### config.mk
export PLATFORM = sky130hd
export DESIGN_NAME = motor_io_hub
export DESIGN_NICKNAME = d
export VERILOG_FILES = /design/src/rtl/motor_io_pkg.sv /design/src/rtl/motor_io_hub_channel.sv /design/src/rtl/motor_io_hub.sv
export SDC_FILE = /design/constraint.sdc
export NUM_CORES = 1
export LEC_CHECK = 0
export ABC_AREA = 1
export BUFFER_PORTS_ARGS = -buffer_cell sky130_fd_sc_hd__buf_2
export CAP_MARGIN = 20
export CORE_AREA = 3 3 198 200
export DETAILED_ROUTE_END_ITERATION = 12
export DIE_AREA = 0 0 201 203
export HOLD_SLACK_MARGIN = 0.08
export PLACE_DENSITY = 0.49
export REMOVE_ABC_BUFFERS = 1
export SLEW_MARGIN = 40
export SYNTH_ARGS = -nofsm -noshare
export SYNTH_HDL_FRONTEND = slang
export SYNTH_SLANG_ARGS = --single-unit
### constraint.sdc
create_clock -name fpga_clk_50 -period 4.05 [get_ports fpga_clk_50]
set_input_delay 0.2025 -clock fpga_clk_50 [delete_from_list [all_inputs] [get_ports fpga_clk_50]]
set_output_delay 0.2025 -clock fpga_clk_50 [all_outputs]
set_load 0.005 [all_outputs]
### src/rtl/motor_io_pkg.sv
// Shared types and helpers for the motor I/O hub: word width, bridge
// direction encodings, channel FSM states and duty magnitude clamp.
package motor_io_pkg;

  localparam int CH_W = 16;

  localparam logic [1:0] DIR_FWD   = 2'b10;
  localparam logic [1:0] DIR_REV   = 2'b01;
  localparam logic [1:0] DIR_COAST = 2'b00;

  typedef enum logic [1:0] {
    ST_IDLE,
    ST_FWD,
    ST_REV,
    ST_DEAD
  } ch_state_e;

  // |v| in one extra bit so -32768 is representable, then clamp to pmax.
  function automatic logic [CH_W:0] duty_mag(input logic [CH_W-1:0] v,
                                             input logic [CH_W:0]   pmax);
    logic [CH_W:0] a;
    a = v[CH_W-1] ? ({1'b1, {CH_W{1'b0}}} - {1'b0, v}) : {1'b0, v};
    return (a > pmax) ? pmax : a;
  endfunction

endpackage

### src/rtl/motor_io_hub_channel.sv
// One motor channel: duty latch, period-aligned apply, drive FSM with
// reversal dead-time, and a synchronised x4 quadrature counter.
module motor_channel
  import motor_io_pkg::*;
#(
  parameter int PWM_MAX  = 4096,
  parameter int ENC_MAX  = 64000,
  parameter int DEADTIME = 50,
  parameter int CNT_W    = 12
) (
  input  logic             fpga_clk_50,
  input  logic             hps_fpga_reset_n,
  input  logic             wr_i,
  input  logic [CH_W-1:0]  val_i,
  input  logic             wrap_i,
  input  logic             kill_i,
  input  logic [CNT_W-1:0] cnt_nxt_i,
  input  logic             enc_clr_i,
  input  logic             enc_a_i,
  input  logic             enc_b_i,
  output logic [CH_W-1:0]  enc_val_o,
  output logic             enc_err_o,
  output logic             pwm_o,
  output logic [1:0]       dir_o
);

  localparam int              PW        = CH_W + 1;
  localparam int              DW        = (DEADTIME > 1) ? $clog2(DEADTIME) : 1;
  localparam logic [DW-1:0]   DEAD_LAST = DW'((DEADTIME > 0) ? DEADTIME - 1 : 0);
  localparam logic [CH_W-1:0] ENC_TOP   = CH_W'(ENC_MAX - 1);
  localparam logic [PW-1:0]   PMAX      = PW'(PWM_MAX);

  logic [CH_W-1:0] cmd_q, cmd_d, act_q, act_d;
  ch_state_e       st_q, st_d;
  logic [DW-1:0]   dead_q, dead_d;
  logic            act_pos, act_neg, pwm_q, pwm_d;
  logic [1:0]      dir_q, dir_d;

  always_comb begin
    cmd_d = cmd_q;
    act_d = act_q;
    if (kill_i) begin
      cmd_d = '0;
      act_d = '0;
    end else begin
      if (wr_i)   cmd_d = val_i;
      if (wrap_i) act_d = cmd_q;
    end
  end

  assign act_neg = act_d[CH_W-1];
  assign act_pos = !act_d[CH_W-1] && (act_d != '0);

  // DEAD runs on its own counter; every other state only moves at the period wrap.
  always_comb begin
    st_d   = st_q;
    dead_d = dead_q;
    if (kill_i) begin
      st_d   = ST_IDLE;
      dead_d = '0;
    end else begin
      unique case (st_q)
        ST_IDLE: if (wrap_i) st_d = act_pos ? ST_FWD : (act_neg ? ST_REV : ST_IDLE);
        ST_FWD: if (wrap_i) begin
          if (!act_pos && !act_neg) st_d = ST_IDLE;
          else if (act_neg) begin
            st_d   = (DEADTIME == 0) ? ST_REV : ST_DEAD;
            dead_d = '0;
          end
        end
        ST_REV: if (wrap_i) begin
          if (!act_pos && !act_neg) st_d = ST_IDLE;
          else if (act_pos) begin
            st_d   = (DEADTIME == 0) ? ST_FWD : ST_DEAD;
            dead_d = '0;
          end
        end
        ST_DEAD: begin
          if (dead_q == DEAD_LAST) begin
            dead_d = '0;
            st_d   = act_pos ? ST_FWD : (act_neg ? ST_REV : ST_IDLE);
          end else begin
            dead_d = dead_q + DW'(1);
          end
        end
        default: st_d = ST_IDLE;
      endcase
    end
  end

  always_comb begin
    dir_d = DIR_COAST;
    if (st_d == ST_FWD)      dir_d = DIR_FWD;
    else if (st_d == ST_REV) dir_d = DIR_REV;
  end

  // Pin outputs are registered from next-state so the bridge never sees decode glitches.
  assign pwm_d = ((st_d == ST_FWD) || (st_d == ST_REV)) &&
                 (PW'(cnt_nxt_i) < duty_mag(act_d, PMAX));

  always_ff @(posedge fpga_clk_50 or negedge hps_fpga_reset_n) begin
    if (!hps_fpga_reset_n) begin
      cmd_q  <= '0;
      act_q  <= '0;
      st_q   <= ST_IDLE;
      dead_q <= '0;
      pwm_q  <= 1'b0;
      dir_q  <= DIR_COAST;
    end else begin
      cmd_q  <= cmd_d;
      act_q  <= act_d;
      st_q   <= st_d;
      dead_q <= dead_d;
      pwm_q  <= pwm_d;
      dir_q  <= dir_d;
    end
  end

  assign pwm_o = pwm_q;
  assign dir_o = dir_q;

  // Encoder: 2-FF sync, registered step decode, then the modulo counter.
  logic [1:0]      s1_q, s2_q, prev_q;
  logic            inc_q, dec_q, bad_q, inc_d, dec_d, bad_d;
  logic [CH_W-1:0] ecnt_q, ecnt_d;
  logic            err_q, err_d;

  always_comb begin
    inc_d = 1'b0;
    dec_d = 1'b0;
    bad_d = ((prev_q ^ s2_q) == 2'b11);
    case ({prev_q, s2_q})
      4'b0010, 4'b1011, 4'b1101, 4'b0100: inc_d = 1'b1;
      4'b0001, 4'b0111, 4'b1110, 4'b1000: dec_d = 1'b1;
      default: ;
    endcase
  end

  always_comb begin
    ecnt_d = ecnt_q;
    err_d  = err_q;
    if (enc_clr_i) begin
      ecnt_d = '0;
      err_d  = 1'b0;
    end else begin
      if (inc_q)      ecnt_d = (ecnt_q == ENC_TOP) ? '0 : ecnt_q + CH_W'(1);
      else if (dec_q) ecnt_d = (ecnt_q == '0) ? ENC_TOP : ecnt_q - CH_W'(1);
      if (bad_q)      err_d  = 1'b1;
    end
  end

  always_ff @(posedge fpga_clk_50 or negedge hps_fpga_reset_n) begin
    if (!hps_fpga_reset_n) begin
      s1_q   <= '0;
      s2_q   <= '0;
      prev_q <= '0;
      inc_q  <= 1'b0;
      dec_q  <= 1'b0;
      bad_q  <= 1'b0;
      ecnt_q <= '0;
      err_q  <= 1'b0;
    end else begin
      s1_q   <= {enc_a_i, enc_b_i};
      s2_q   <= s1_q;
      prev_q <= s2_q;
      inc_q  <= inc_d;
      dec_q  <= dec_d;
      bad_q  <= bad_d;
      ecnt_q <= ecnt_d;
      err_q  <= err_d;
    end
  end

  assign enc_val_o = ecnt_q;
  assign enc_err_o = err_q;

endmodule

### src/rtl/motor_io_hub.sv
// N-channel motor I/O hub: shared PWM period counter, command watchdog and
// bus packing around an array of motor_channel instances.
module motor_io_hub
  import motor_io_pkg::*;
#(
  parameter int NUM_CH      = 2,
  parameter int PWM_MAX     = 4096,
  parameter int ENC_MAX     = 64000,
  parameter int DEADTIME    = 50,
  parameter int WDOG_CYCLES = 5000000
) (
  input  logic                     fpga_clk_50,
  input  logic                     hps_fpga_reset_n,
  input  logic [CH_W*NUM_CH-1:0]   pwm_vals,
  input  logic                     pwm_wr,
  input  logic [NUM_CH-1:0]        enc_clr,
  input  logic [NUM_CH-1:0]        enc_a,
  input  logic [NUM_CH-1:0]        enc_b,
  output logic [CH_W*NUM_CH-1:0]   enc_vals,
  output logic [NUM_CH-1:0]        enc_err,
  output logic [NUM_CH-1:0]        pwm_out,
  output logic [NUM_CH-1:0]        dir_a,
  output logic [NUM_CH-1:0]        dir_b,
  output logic                     wdog_trip
);

  localparam int               CNT_W    = (PWM_MAX > 1) ? $clog2(PWM_MAX) : 1;
  localparam logic [CNT_W-1:0] CNT_LAST = CNT_W'(PWM_MAX - 1);
  localparam int               WD_W     = (WDOG_CYCLES > 1) ? $clog2(WDOG_CYCLES) : 1;
  localparam logic [WD_W-1:0]  WD_LAST  = WD_W'((WDOG_CYCLES > 0) ? WDOG_CYCLES - 1 : 0);
  localparam bit               WD_EN    = (WDOG_CYCLES > 0);

  logic [CNT_W-1:0] cnt_q, cnt_d;
  logic             wrap;
  logic [WD_W-1:0]  wd_q, wd_d;
  logic             trip_q, trip_d, expire;

  assign wrap  = (cnt_q == CNT_LAST);
  assign cnt_d = wrap ? '0 : cnt_q + CNT_W'(1);

  // A write in the expiry cycle wins; the counter parks once tripped.
  always_comb begin
    expire = WD_EN && !pwm_wr && !trip_q && (wd_q == WD_LAST);
    wd_d   = wd_q;
    trip_d = trip_q;
    if (pwm_wr) begin
      wd_d   = '0;
      trip_d = 1'b0;
    end else if (expire) begin
      trip_d = 1'b1;
    end else if (!trip_q && (wd_q != WD_LAST)) begin
      wd_d = wd_q + WD_W'(1);
    end
  end

  always_ff @(posedge fpga_clk_50 or negedge hps_fpga_reset_n) begin
    if (!hps_fpga_reset_n) begin
      cnt_q  <= '0;
      wd_q   <= '0;
      trip_q <= 1'b0;
    end else begin
      cnt_q  <= cnt_d;
      wd_q   <= wd_d;
      trip_q <= trip_d;
    end
  end

  assign wdog_trip = trip_q;

  logic [NUM_CH-1:0][CH_W-1:0] vals_w, enc_w;
  logic [NUM_CH-1:0][1:0]      dir_w;

  assign vals_w   = pwm_vals;
  assign enc_vals = enc_w;

  for (genvar i = 0; i < NUM_CH; i++) begin : g_ch
    motor_channel #(
      .PWM_MAX (PWM_MAX),
      .ENC_MAX (ENC_MAX),
      .DEADTIME(DEADTIME),
      .CNT_W   (CNT_W)
    ) u_ch (
      .fpga_clk_50     (fpga_clk_50),
      .hps_fpga_reset_n(hps_fpga_reset_n),
      .wr_i            (pwm_wr),
      .val_i           (vals_w[i]),
      .wrap_i          (wrap),
      .kill_i          (expire),
      .cnt_nxt_i       (cnt_d),
      .enc_clr_i       (enc_clr[i]),
      .enc_a_i         (enc_a[i]),
      .enc_b_i         (enc_b[i]),
      .enc_val_o       (enc_w[i]),
      .enc_err_o       (enc_err[i]),
      .pwm_o           (pwm_out[i]),
      .dir_o           (dir_w[i])
    );
    assign dir_a[i] = dir_w[i][1];
    assign dir_b[i] = dir_w[i][0];
  end

endmodule
# Word-level counts from Yosys, hierarchy flattened
# Cells that the tools add are included.
# totals
reg_bits	174
inputBits	41
output_inout_bits	41
word_cells	215
# classes
add_sub_neg	10
magnitude_cmp	4
eq_ne	48
mux	82
bitwise_logic	2
reduce_logical	38
# ops
cell	count
$mux 16	18
$mux 6	16
$mux 23	3
$mux 17	4
$mux 2	24
$pmux 6 s3	2
$gt 17x13->1 const B	2
$lt 12x17->1	2
$sub 17x16->17 const A	2
$add 16x1->16 const B	2
$eq 16x16->1 const B	2
$eq 4x4->1 const B	8
$logic_not 16->1	2
$reduce_bool 16->1	2
$sub 16x1->16 const B	2
$ne 3x3->1 const B	8
$add 23x1->23 const B	1
$eq 23x23->1 const B	1
$ne 23x23->1 const B	1
$eq 2x2->1 const B	8
$eq 4x3->1 const B	4
$pmux 2 s4	2
$reduce_or 4->1	4
$reduce_and 7->1	2
20 further kinds	62

# Logic depth before layout (Yosys ltp)
# Gate-level depths: netlist of the first run.
# depth
depth_word	15
depth_mapped	35
depth_no_buf	33

# Cells and area by module
# From an unflattened synthesis of the first run, not the netlist that was laid out.
# hier_totals
hier_cells	1669
area_unflattened_um2	11980.2
# modules_own_cells
module	n_inst	cells_each	area_per_inst_um2	seq_area_each_um2
motor_channel at g_ch[0].u_ch	1	675	4872.2	1726.7
motor_channel at g_ch[1].u_ch	1	668	4849.7	1726.7
motor_io_hub	1	326	2258.4	900.9

# Worst setup path before layout of the first run
# OpenSTA, ideal clock, no wires.
# synth_timing
kind	register to register
from	register cnt_q[0]
to	register g_ch[1].u_ch.pwm_q
setup_ns	0.116
t_arrival_ns	3.526
required_ns	3.934
path_slack_ns	0.408
path_stages_with_launch	34
n_path_buf	2
synth_period_minus_slack_ns	3.642
cell_sequence	dfrtp_1 > ha_1 > nand2_1 > nor2_2 > nand3_4 > buf_6 > o21ai_1 > nand2_2 > ha_1 > o21ai_0 > nand2_1 > nor2_1 > nand2_1 > nor2_1 > nand2_1 > nor2_1 > nand2_1 > nand2_1 > buf_6 > nand3_2 > ha_1 > nand4_1 > nor3_1 > o21ai_0 > nand2_1 > nand2_1 > nand2_1 > nand2_1 > nand2_1 > nand2_1 > nand2_1 > nand2_1 > nor2_1 > nor2_1
# synth_between
elab_chain_len	14
word_cells_on_any_way	31
classes_between	add/sub (2); order compare (2); eq/ne (3); mux (17); reduce/logical (7)
# synth_lines
element	line	rtl
start: declaration	motor_io_hub.sv:33	logic [CNT_W-1:0] cnt_q, cnt_d;
start signal: assignment	motor_io_hub.sv:62	cnt_q <= cnt_d;
branches (longest 13 deep; another with $sub 17x16->17)	-	
$logic_and 1x1->1 (*)	motor_io_hub_channel.sv:98	assign pwm_d = ((st_d == ST_FWD) || (st_d == ST_REV)) &&
via g_ch[1].u_ch.pwm_d	motor_io_hub_channel.sv:36	logic act_pos, act_neg, pwm_q, pwm_d;
end signal: assignment	motor_io_hub_channel.sv:114	pwm_q <= pwm_d;
end: declaration	motor_io_hub_channel.sv:36	
# Mark *: on every way through the listed nets, which the timed path passes.
# A chain may end at the register's enable or synchronous reset.

# Final worst setup path of the first run
# layout_timing
from	register cnt_q[1]
to	register g_ch[0].u_ch.pwm_q
# layout_between
elab_chain_len	14
word_cells_on_any_way	31
classes_between	add/sub (2); order compare (2); eq/ne (3); mux (17); reduce/logical (7)
# layout_lines
element	line
branches (longest 13 deep; another with $sub 17x16->17)	-
$logic_and 1x1->1 (*)	motor_io_hub_channel.sv:98
via g_ch[0].u_ch.pwm_d	motor_io_hub_channel.sv:36
end signal: assignment	motor_io_hub_channel.sv:114
end: declaration	motor_io_hub_channel.sv:36
# Marked as above.

==> reports/qor_table.md, run 1 <==
| Result | Reported |
| --- | --- |
| Run status | finished, final reports clean |
| Number of DRC markers after the initial detailed-route iteration | 585 |
| H-tree levels | 4 |
| Critical Path RT | 4380 ps |
| Core region area | 37600 sq um |
| CTS Buf Count | 17 |
| Type of the most critical hold path | input pin to async pin |
| First-pass iteration count of the detailed router | 5 |
| Chip Height | 203 um |
| Hold violation count in the final report | 0 |
| Sequential fraction of the synthesis area | 0.387 |
| Fraction of post-synthesis cell area in the top cell type by area | 0.387 |
| Utilization of the core after routing | 0.362 |
| Number of nets with antenna violations after detailed routing | 0 |
| Insertion delay to the later sink of the worst-skew pair | 450 ps |
| Ratio of total power to cell area | 388 nW/um^2 |
| Number of enable-type register cells in the synthesized netlist | 0 |
| Crit path kind | register to register |
| Final setup viols | 0 |
| Count of input and output buffers | 81 |
| Setup repair after global routing missed its margin | true |
| Worst-path fanout max | 19 |
| Post-detailed-placement cell area | 12400 sq um |
| Netlist area before placement | 11300 sq um |
| Final GP Congestion | 0.898 |
| Post-Synthesis Mean Instance Area | 7.29 sq um |
| Number of buffers between clock root and the deepest sink | 2 |
| Endpoint type of the worst setup path | register |
| Register bit count reported by yosys | 174 |
| CTS clock-pin slew for the worst setup and hold paths | 70 ps |
| Setup tns final | 0 ps |
| Wire length of the first global-routing pass | 52100 um |
| Final routed wirelength across all metal layers | 31400 um |
| Overall via count from detail_route | 10600 |
| Portion of total power attributed to sequential cells | 0.424 |
| Number of warnings issued by yosys | 0 |
| Starting utilization of the core area | 0.300 |
| Number of nets in the layout | 1762 |
| Leak pwr | 6.87 nW |
| Clock Power Share | 0.330 |
| Hpwl dp | 22800 um |
| Worst path max stage delay | 370 ps |
| Reported net switching power | 1.84 mW |
| Root buffer selected by CTS | clkbuf_16 |
| Clock Skews | 12.9 ps |
| Filler-free cell count of the finished design | 2205 |
| Worst ir drop on vdd | 0.260 mV |
| # IOs | 82 |
| Crit path max-delay cell type | dfrtp_1 |
| Number of pins exceeding their max-slew limit in the final report | 0 |
| Cell count after placement | 2127 |
| Die Span X | 201 um |
| Worst rel slew slack | 0.485 |
| Pin count of the biggest net entering global routing | 97 |
| Via count of the first global-routing pass | 10300 |
| Largest cells by area after synthesis | dfrtp_1 39%, nand2_1 12%, inv_1 6.8%, o21ai_0 6.1%, ha_1 4.4% |
| Combinational power share | 0.245 |
| Final routed DRC violation total | 0 |
| Data arrival time of the worst path | 4230 ps |
| Worst hold slack after final layout | 339 ps |
| Antenna diode count | 0 |
| Num Clock Sinks | 174 |
| Ratio of cells with drive above 1 in the final layout | 0.151 |
| Transition at the pin with the smallest max-transition slack | 769 ps |
| Routed vias/inst | 4.80 |
| Layout overhead on the synthesized area | 20.6% |
| Share of synthesized flip-flops with an asynchronous set or reset | 1.00 |
| Minimum clock period | 3900 ps |
| Final non-filler cell area | 13600 sq um |
| Cell count after synthesis | 1546 |
| Site row count | 71 |
| Overflow left after global routing | 0 |
| Drt wl/cell | 14.3 um |
| Leading area contributor after synthesis | dfrtp_1 |
| Gr usage total | 0.155 |
| Startpoint types | register |
| Number of max-cap violations | 0 |
| Period utilisation layout | 0.962 |
| Max Freq | 0.257 GHz |
| Clock tree from TritonCTS | yes |
| Number of library cell types mapped by synthesis | 46 |
| Most repeated library cell on the critical path | nand2_1 |
| Switching Share | 0.349 |
| Internal portion of total power | 3.43 mW |
| Post-synth top flop | dfrtp_1 |
| Full die area | 40800 sq um |
| Number of antenna violations at the first check in global routing | 0 |
-- placed cells by master, fill, tap and decap left out, types with 5 or more instances in the layout --
cell / netlist / layout
nand2_1: 368 / 358
inv_1: 203 / 203
dfrtp_1: 174 / 174
o21ai_0: 138 / 128
nor2_1: 124 / 122
nand3_1: 100 / 97
buf_2: 12 / 80
a21oi_1: 55 / 55
nor3_1: 47 / 47
buf_4: 5 / 41
nand4_1: 39 / 39
dlygate4sd3_1: 0 / 39
xor2_1: 37 / 37
ha_1: 40 / 37
nand3_2: 23 / 26
o21ai_1: 20 / 25
nand2_2: 14 / 24
clkbuf_16: 0 / 17
o22ai_1: 15 / 15
nor4_1: 13 / 13
nor2_4: 3 / 9
nand3b_1: 9 / 9
o21ai_2: 4 / 8
nor2_2: 11 / 7
o31ai_1: 7 / 7
o211ai_1: 7 / 7
inv_2: 8 / 6
xnor2_1: 6 / 6
buf_12: 0 / 5
-- cell type report --
cell class | instances | area, sq um
clock buffer | 18 | 429
clock inverter | 14 | 181
fill | 3971 | 24000
inverter | 212 | 801
multi-input combinational | 1106 | 5920
sequential | 174 | 4350
tap | 511 | 639
timing repair buffer | 170 | 1260
-- power by group through the flow --
stage / registers (mW) / clock network, mW / logic [mW]
floorplan: 2.21 / 0 / 0.835
global placement: 2.27 / 0 / 1.26
detailed placement: 2.27 / 0 / 1.26
CTS: 2.24 / 1.80 / 1.30
global route: 2.28 / 1.87 / 1.49
finish: 2.24 / 1.74 / 1.29
-- repair_timing --
action | 4_1_cts | 5_1_grt
gates cloned | 0 | 1
setup endpoints to repair | 1 | 2
buffers inserted | 1 | 5
pin swaps | 1 | 4
hold buffers | 39 | 0
gates resized for setup | 2 | 45
endpoints found under the hold margin | 116 | 0
-- registers in the layout, indices dropped and copies added (netlist names), 4 cells and up --
register	flops
g_ch.u_ch.s1_q	4
g_ch.u_ch.cmd_q	32
wd_q	23
cnt_q	12
g_ch.u_ch.st_q	4
g_ch.u_ch.act_q	32
g_ch.u_ch.dead_q	12
g_ch.u_ch.s2_q	4
g_ch.u_ch.dir_o	4
g_ch.u_ch.enc_val_o	32
g_ch.u_ch.prev_q	4
-- routing by layer --
metal  part of all wire  vias up  routed length (um)  GRT usage
met4              0.017        0                 520     0.0424
met3              0.046       28                1450     0.0282
met5                  0        -                   0          0
met1               0.47     4964               14700      0.208
li1                   -     5344                   -          -
met2               0.47      255               14800      0.257
-- final timing paths --
path                                      start                         to  slack [ps]  cells past startpoint
min reg2reg                g_ch[0].u_ch.s1_q[1]       g_ch[0].u_ch.s2_q[1]         350                      0
max in group asynchronous      hps_fpga_reset_n     g_ch[0].u_ch.dead_q[4]        2740                      3
min                            hps_fpga_reset_n  g_ch[1].u_ch.enc_val_o[6]         340                      2
max                                    cnt_q[1]         g_ch[0].u_ch.pwm_o         150                     32
min in group fpga_clk_50   g_ch[0].u_ch.s1_q[1]       g_ch[0].u_ch.s2_q[1]         350                      0
max reg2reg                            cnt_q[1]         g_ch[0].u_ch.pwm_o         150                     32
-- cell families after synthesis --
logic type	Yosys count	synth area share
compound gates	264	0.129
fa+ha+maj	40	0.0444
simple gates	758	0.308
flops	174	0.387
xor+xnor	43	0.0334
buf+inv	267	0.0986
-- through the flow --
step,setup slack [ps],total power [mW]
6_report,152,5.28
2_1_floorplan,-322,3.04
4_1_cts,7.31,5.34
5_1_grt,-257,5.64
3_3_place_gp,40.7,3.53
3_5_place_dp,-17.2,3.53
-- synth_stat cells (12+ instances only) --
| library cell | number |
|---|---|
| a21oi_1 | 55 |
| buf_2 | 12 |
| clkbuf_1 | 27 |
| dfrtp_1 | 174 |
| ha_1 | 40 |
| inv_1 | 203 |
| nand2_1 | 368 |
| nand2_2 | 14 |
| nand3_1 | 100 |
| nand3_2 | 23 |
| nand4_1 | 39 |
| nor2_1 | 124 |
| nor3_1 | 47 |
| nor4_1 | 13 |
| o21ai_0 | 138 |
| o21ai_1 | 20 |
| o22ai_1 | 15 |
| xor2_1 | 37 |
-- worst max-delay path, delay by kind of cell (launching register included) --
kind / cells / cell delay [ps]
compound gates: 3 / 290
fa+ha+maj: 2 / 470
buf+inv: 3 / 400
flops: 1 / 370
simple gates: 24 / 2220
Power figures use the tool's default switching activity.
==> run 2: changes to the inputs <==
CORE_AREA = 3 3 178 223   (was 3 3 198 200)
DIE_AREA = 0 0 181 226   (was 0 0 201 203)
==> reports/qor_table.md, run 2 (same netlist as run 1, synthesis figures left out) <==
| Result | Reported | Change |
| --- | --- | --- |
| Antenna diode count | 0 | unchanged |
| Number of nets in the layout | 1777 | +0.85% |
| Number of nets with antenna violations after detailed routing | 0 | unchanged |
| Fillers | 3970 | -0.025% |
| Core region area | 37500 sq um | -0.31% |
| Most repeated library cell on the critical path | nand2_1 |  |
| Number of max-cap violations | 0 | unchanged |
| Highest-count cells in the layout ignoring fill and taps | 354 x nand2_1, 200 x inv_1, 174 x dfrtp_1 |  |
| Pin count of the biggest net entering global routing | 112 | +15% |
| Full die area | 40900 sq um | +0.25% |
| Total Power | 5.40 mW | +2.3% |
| Leak pwr | 6.99 nW | +1.8% |
| Max Freq | 0.254 GHz | -0.92% |
| Via count of the first global-routing pass | 10600 | +3.4% |
| Area taken by flip-flops and latches | 4350 sq um | unchanged |
| Setup repair after global routing missed its margin | true |  |
| Final Worst Setup Slack | 116 ps | -36.2 ps |
| Final routed DRC violation total | 0 | unchanged |
| Hold violation count in the final report | 0 | unchanged |
| Overflow left after global routing | 0 | unchanged |
| Worst path max stage delay | 360 ps | about the same |
| Worst rel slew slack | 0.473 | -0.0119 |
| Number of pins exceeding their max-slew limit in the final report | 0 | unchanged |
| Crit path max-delay cell type | dfrtp_1 |  |
| Type of the most critical hold path | input pin to async pin |  |
| H-tree levels | 4 | unchanged |
| Hpwl dp | 23400 um | +2.4% |
| Final setup viols | 0 | unchanged |
| Startpoint types | register |  |
| Insertion delay to the later sink of the worst-skew pair | 450 ps | about the same |
| Endpoint type of the worst setup path | register |  |
| Ratio of cells with drive above 1 in the final layout | 0.169 | +0.0186 |
| Data arrival time of the worst path | 4300 ps | +70 ps |
| Crit path kind | register to register |  |
| Clock tree from TritonCTS | yes |  |
| First-pass iteration count of the detailed router | 5 | unchanged |
| Ratio of total power to cell area | 388 nW/um^2 | -0.13% |
| Final GP Congestion | 0.845 | -5.9% |
| Area occupied by multi-input gates | 6080 sq um | +2.7% |
| Cell class contributing the biggest share of worst-path delay | simple AND/OR/NAND/NOR gates |  |
| Worst hold slack after final layout | 299 ps | -40.0 ps |
| Cell count after placement | 2103 | -1.1% |
| Filler-free cell count of the finished design | 2195 | -0.45% |
| Number of buffer and inverter instances along the worst setup path | 3 | unchanged |
| Worst-path fanout max | 32 | +13 |
| Clock Skews | 10.3 ps | -2.61 ps |
| Reg2Reg Depth | 34 | +6.3% |
| Minimum clock period | 3930 ps | +36.2 ps |
| Gr usage total | 0.157 | +0.00210 |
| Number of antenna violations at the first check in global routing | 0 | unchanged |
| CTS Buf Count | 17 | unchanged |
| Root buffer selected by CTS | clkbuf_16 |  |
| Setup slack after placement | -51.2 ps | -34.0 ps |
| Wire length of the first global-routing pass | 52500 um | +0.75% |
| Site row count | 79 | +11% |
| Number of buffers between clock root and the deepest sink | 2 | unchanged |
| Count of input and output buffers | 81 | unchanged |
| Period utilisation layout | 0.971 | +0.00894 |
| # IOs | 82 | unchanged |
| Flop2flop setup slack | 120 ps | -40 ps |
| Chip Height | 226 um | +11% |
| Utilization of the core after routing | 0.371 | +0.00983 |
| Start of the worst register-to-register path | cnt_q[1] |  |
| FF-to-FF End | g_ch[0].u_ch.pwm_o |  |
| Overall via count from detail_route | 10600 | -0.094% |
| Layout overhead on the synthesized area | 23.5% |  |
| Num Clock Sinks | 174 | unchanged |
| Routed vias/inst | 4.82 | +0.36% |
| Worst ir drop on vdd | 0.308 mV | +18% |
| Die Span X | 181 um | -10% |
| Commonest non-fill, non-tap cell in the layout | nand2_1 |  |
| CTS clock-pin slew for the worst setup and hold paths | 70 ps | about the same |
| Transition at the pin with the smallest max-transition slack | 785 ps | +15.8 ps |
| Starting utilization of the core area | 0.301 | +0.000921 |
| Run status | finished, final reports clean |  |
| Drt wl/cell | 14.6 um | +2.5% |
| Critical Path RT | 4420 ps | +40 ps |
| Number of DRC markers after the initial detailed-route iteration | 486 | -17% |
| Final routed wirelength across all metal layers | 32100 um | +2.1% |
==> run 2: worst max path at each step <==
stage | startpoint | endpoint | cells past startpoint
5_1_grt | cnt_q[1] | g_ch[1].u_ch.pwm_o | 33
3_3_place_gp | cnt_q[0] | g_ch[0].u_ch.pwm_o | 28
4_1_cts | cnt_q[0] | g_ch[0].u_ch.pwm_o | 28
6_report | cnt_q[1] | g_ch[0].u_ch.pwm_o | 34
3_5_place_dp | cnt_q[0] | g_ch[0].u_ch.pwm_o | 28
2_1_floorplan | cnt_q[0] | g_ch[1].u_ch.pwm_o | 31
==> run 2: area by class of cell <==
type	count	area share
flip-flops and latches	174	0.313
inverters	212	0.0579
clock buffers	18	0.0309
well taps	486	0.0437
clock inverters	14	0.0164
multi-input cells	1106	0.437
repair buffers	185	0.101
==> run 2: per-stage QoR <==
stage / TNS, ps / area [sq um]
after floorplan: -481 / 10900
after global placement: 0 / 12300
after detailed placement: -51.2 / 12400
after CTS: 0 / 13400
after global routing: -480 / 13900
final: 0 / 13900
==> run 2: power by group <==
group	internal, mW	switching, mW
Combinational	0.512	0.776
Clock	1.11	0.759
Sequential	1.94	0.304
Total	3.56	1.84
==> run 2: metal layers <==
layer  track usage  vias to the layer above  share of wire
met2         0.295                      186           0.53
met3        0.0255                       46          0.029
met1         0.179                     4967           0.42
met5             0                        -              0
li1              -                     5382              -
met4        0.0568                        0          0.021
==> run 2: worst reg2reg max path, delay by kind of cell (launching register included) <==
family          cells  cell delay (ps)
compound gates      6              600
flops               1              360
fa+ha+maj           3              630
buf+inv             3              460
simple gates       22             1800
==> run 2: repair_timing <==
item,in CTS,in global routing
buffers inserted,0,20
resized for setup,2,85
pin swaps,0,29
hold endpoints to repair,150,0
cloned,0,1
hold buffers,39,0
setup endpoints to repair,1,2
==> run 3: changes to the inputs <==
RECOVER_POWER = 25   (was default)
==> reports/qor_table.md, run 3 (same netlist as run 1, synthesis figures left out) <==
| Result | Reported | Change |
| --- | --- | --- |
| Setup slack after placement | -51.2 ps | unchanged |
| Chip Height | 226 um | unchanged |
| CTS Buf Count | 17 | unchanged |
| Worst-path fanout max | 32 | unchanged |
| Number of DRC markers after the initial detailed-route iteration | 486 | unchanged |
| Via count of the first global-routing pass | 10600 | unchanged |
| Worst path max stage delay | 360 ps | about the same |
| Site row count | 79 | unchanged |
| Antenna diode count | 0 | unchanged |
| Clock Skews | 10.4 ps | +0.0886 ps |
| Routed vias/inst | 4.82 | about the same |
| Final routed DRC violation total | 0 | unchanged |
| Worst ir drop on vdd | 0.308 mV | about the same |
| Most repeated library cell on the critical path | nand2_1 |  |
| Startpoint types | register |  |
| Die Span X | 181 um | unchanged |
| Transition at the pin with the smallest max-transition slack | 2850 ps | +2070 ps |
| Crit path kind | register to register |  |
| Violated checks | capacitance limit, slew limit |  |
| Ratio of cells with drive above 1 in the final layout | 0.169 | unchanged |
| Full die area | 40900 sq um | unchanged |
| Drt wl/cell | 14.6 um | about the same |
| Root buffer selected by CTS | clkbuf_16 |  |
| Insertion delay to the later sink of the worst-skew pair | 450 ps | about the same |
| Worst rel slew slack | -0.902 | -1.38 |
| Final routed wirelength across all metal layers | 32100 um | about the same |
| Number of max-cap violations | 1 | +1 |
| Number of nets in the layout | 1777 | unchanged |
| Ratio of total power to cell area | 388 nW/um^2 | +0.12% |
| Num Clock Sinks | 174 | unchanged |
| Overall via count from detail_route | 10600 | +0.038% |
| Overflow left after global routing | 0 | unchanged |
| Setup repair after global routing missed its margin | true |  |
| Reg2Reg Depth | 34 | unchanged |
| Final Worst Setup Slack | 117 ps | +0.929 ps |
| Start of the worst register-to-register path | cnt_q[1] |  |
| Hpwl dp | 23400 um | unchanged |
| Startpoint of the lowest-slack hold path | g_ch[1].u_ch.s1_q[1] |  |
| Layout overhead on the synthesized area | 23.3% |  |
| Highest-count cells in the layout ignoring fill and taps | 354 x nand2_1, 200 x inv_1, 174 x dfrtp_1 |  |
| Hold violation count in the final report | 0 | unchanged |
| Gr usage total | 0.157 | unchanged |
| Wire length of the first global-routing pass | 52500 um | unchanged |
| Worst hold slack after final layout | 352 ps | +53.4 ps |
| Starting utilization of the core area | 0.301 | unchanged |
| First-pass iteration count of the detailed router | 5 | unchanged |
| Clock tree from TritonCTS | yes |  |
| H-tree levels | 4 | unchanged |
| Flop2flop setup slack | 120 ps | about the same |
| Number of pins exceeding their max-slew limit in the final report | 111 | +111 |
| Leak pwr | 6.99 nW | -0.12% |
| Number of buffers between clock root and the deepest sink | 2 | unchanged |
| Pin count of the biggest net entering global routing | 112 | unchanged |
| Total Power | 5.40 mW | about the same |
| FF-to-FF End | g_ch[0].u_ch.pwm_o |  |
| Number of nets with antenna violations after detailed routing | 0 | unchanged |
| Critical Path RT | 4420 ps | about the same |
| Number of antenna violations at the first check in global routing | 0 | unchanged |
| # IOs | 82 | unchanged |
| Data arrival time of the worst path | 4300 ps | about the same |
| CTS clock-pin slew for the worst setup and hold paths | 70 ps | about the same |
| Endpoint type of the worst setup path | register |  |
| Type of the most critical hold path | register to register |  |
| Commonest non-fill, non-tap cell in the layout | nand2_1 |  |
| Minimum clock period | 3930 ps | -0.929 ps |
| Final setup viols | 0 | unchanged |
| Max Freq | 0.254 GHz | about the same |
| Run status | finished with violations |  |
| Final GP Congestion | 0.845 | unchanged |
| Period utilisation layout | 0.971 | about the same |
| Crit path max-delay cell type | dfrtp_1 |  |
| Core region area | 37500 sq um | unchanged |
| Instance count along the most critical hold path | 0 |  |
| Count of input and output buffers | 81 | unchanged |
| Worst-case hold path end point | g_ch[1].u_ch.s2_q[1] |  |
[run 3: power breakdown]
part	internal (mW)	switching, mW
combinational	0.510	0.776
sequential	1.94	0.304
clock	1.11	0.759
[run 3: worst max path at each step]
stage               startpoint            endpoint  slack, ps  cells past startpoint
floorplan             cnt_q[0]  g_ch[1].u_ch.pwm_o       -320                     31
global placement      cnt_q[0]  g_ch[0].u_ch.pwm_o          9                     28
detailed placement    cnt_q[0]  g_ch[0].u_ch.pwm_o        -50                     28
CTS                   cnt_q[0]  g_ch[0].u_ch.pwm_o         30                     28
global route          cnt_q[1]  g_ch[1].u_ch.pwm_o       -250                     33
finish                cnt_q[1]  g_ch[0].u_ch.pwm_o        120                     34
[run 3: cell type report]
type | count | area [sq um]
Sequential cell | 174 | 4350
Inverter | 212 | 806
Fill cell | 3972 | 23600
Timing Repair Buffer | 185 | 1390
Clock buffer | 18 | 429
Tap cell | 486 | 608
Multi-Input combinational cell | 1106 | 6080
Clock inverter | 14 | 228
[run 3: metal layers]
metal / up-vias / part of all wire / GRT usage / wire [um]
met5: - / 0 / 0 / 0
met4: 0 / 0.022 / 0.0568 / 697
met3: 44 / 0.028 / 0.0255 / 902
met2: 184 / 0.53 / 0.295 / 17000
met1: 4976 / 0.42 / 0.179 / 13500
li1: 5381 / - / - / -
[run 3: worst max-delay path, delay by kind of cell (launching register included)]
| kind | cells | cell delay [ps] |
|---|---|---|
| buffers and inverters | 3 | 450 |
| AND/OR/NAND/NOR | 22 | 1800 |
| adder cells (fa/ha/maj) | 3 | 630 |
| AO/OA/AOI/OAI | 6 | 600 |
| flip-flops | 1 | 360 |
[run 3: what timing repair did]
item / 4_1_cts / 5_1_grt
resized for setup: 2 / 85
setup endpoints to repair: 1 / 2
setup buffers: 0 / 20
hold endpoints to repair: 150 / 0
hold buffers: 39 / 0
cloned: 0 / 1
pin swaps: 0 / 29
[run 3: per-stage QoR]
| step | cells | instance area (sq um) | util | setup TNS [ps] |
|---|---|---|---|---|
| global placement | 2103 | 12300 | 0.330 | 0 |
| CTS | 2174 | 13400 | 0.358 | 0 |
| global route | 2195 | 13900 | 0.371 | -480 |
| floorplan | 1491 | 10900 | - | -481 |
| detailed placement | 2103 | 12400 | 0.330 | -51.2 |
| finish | 2195 | 13900 | 0.371 | 0 |
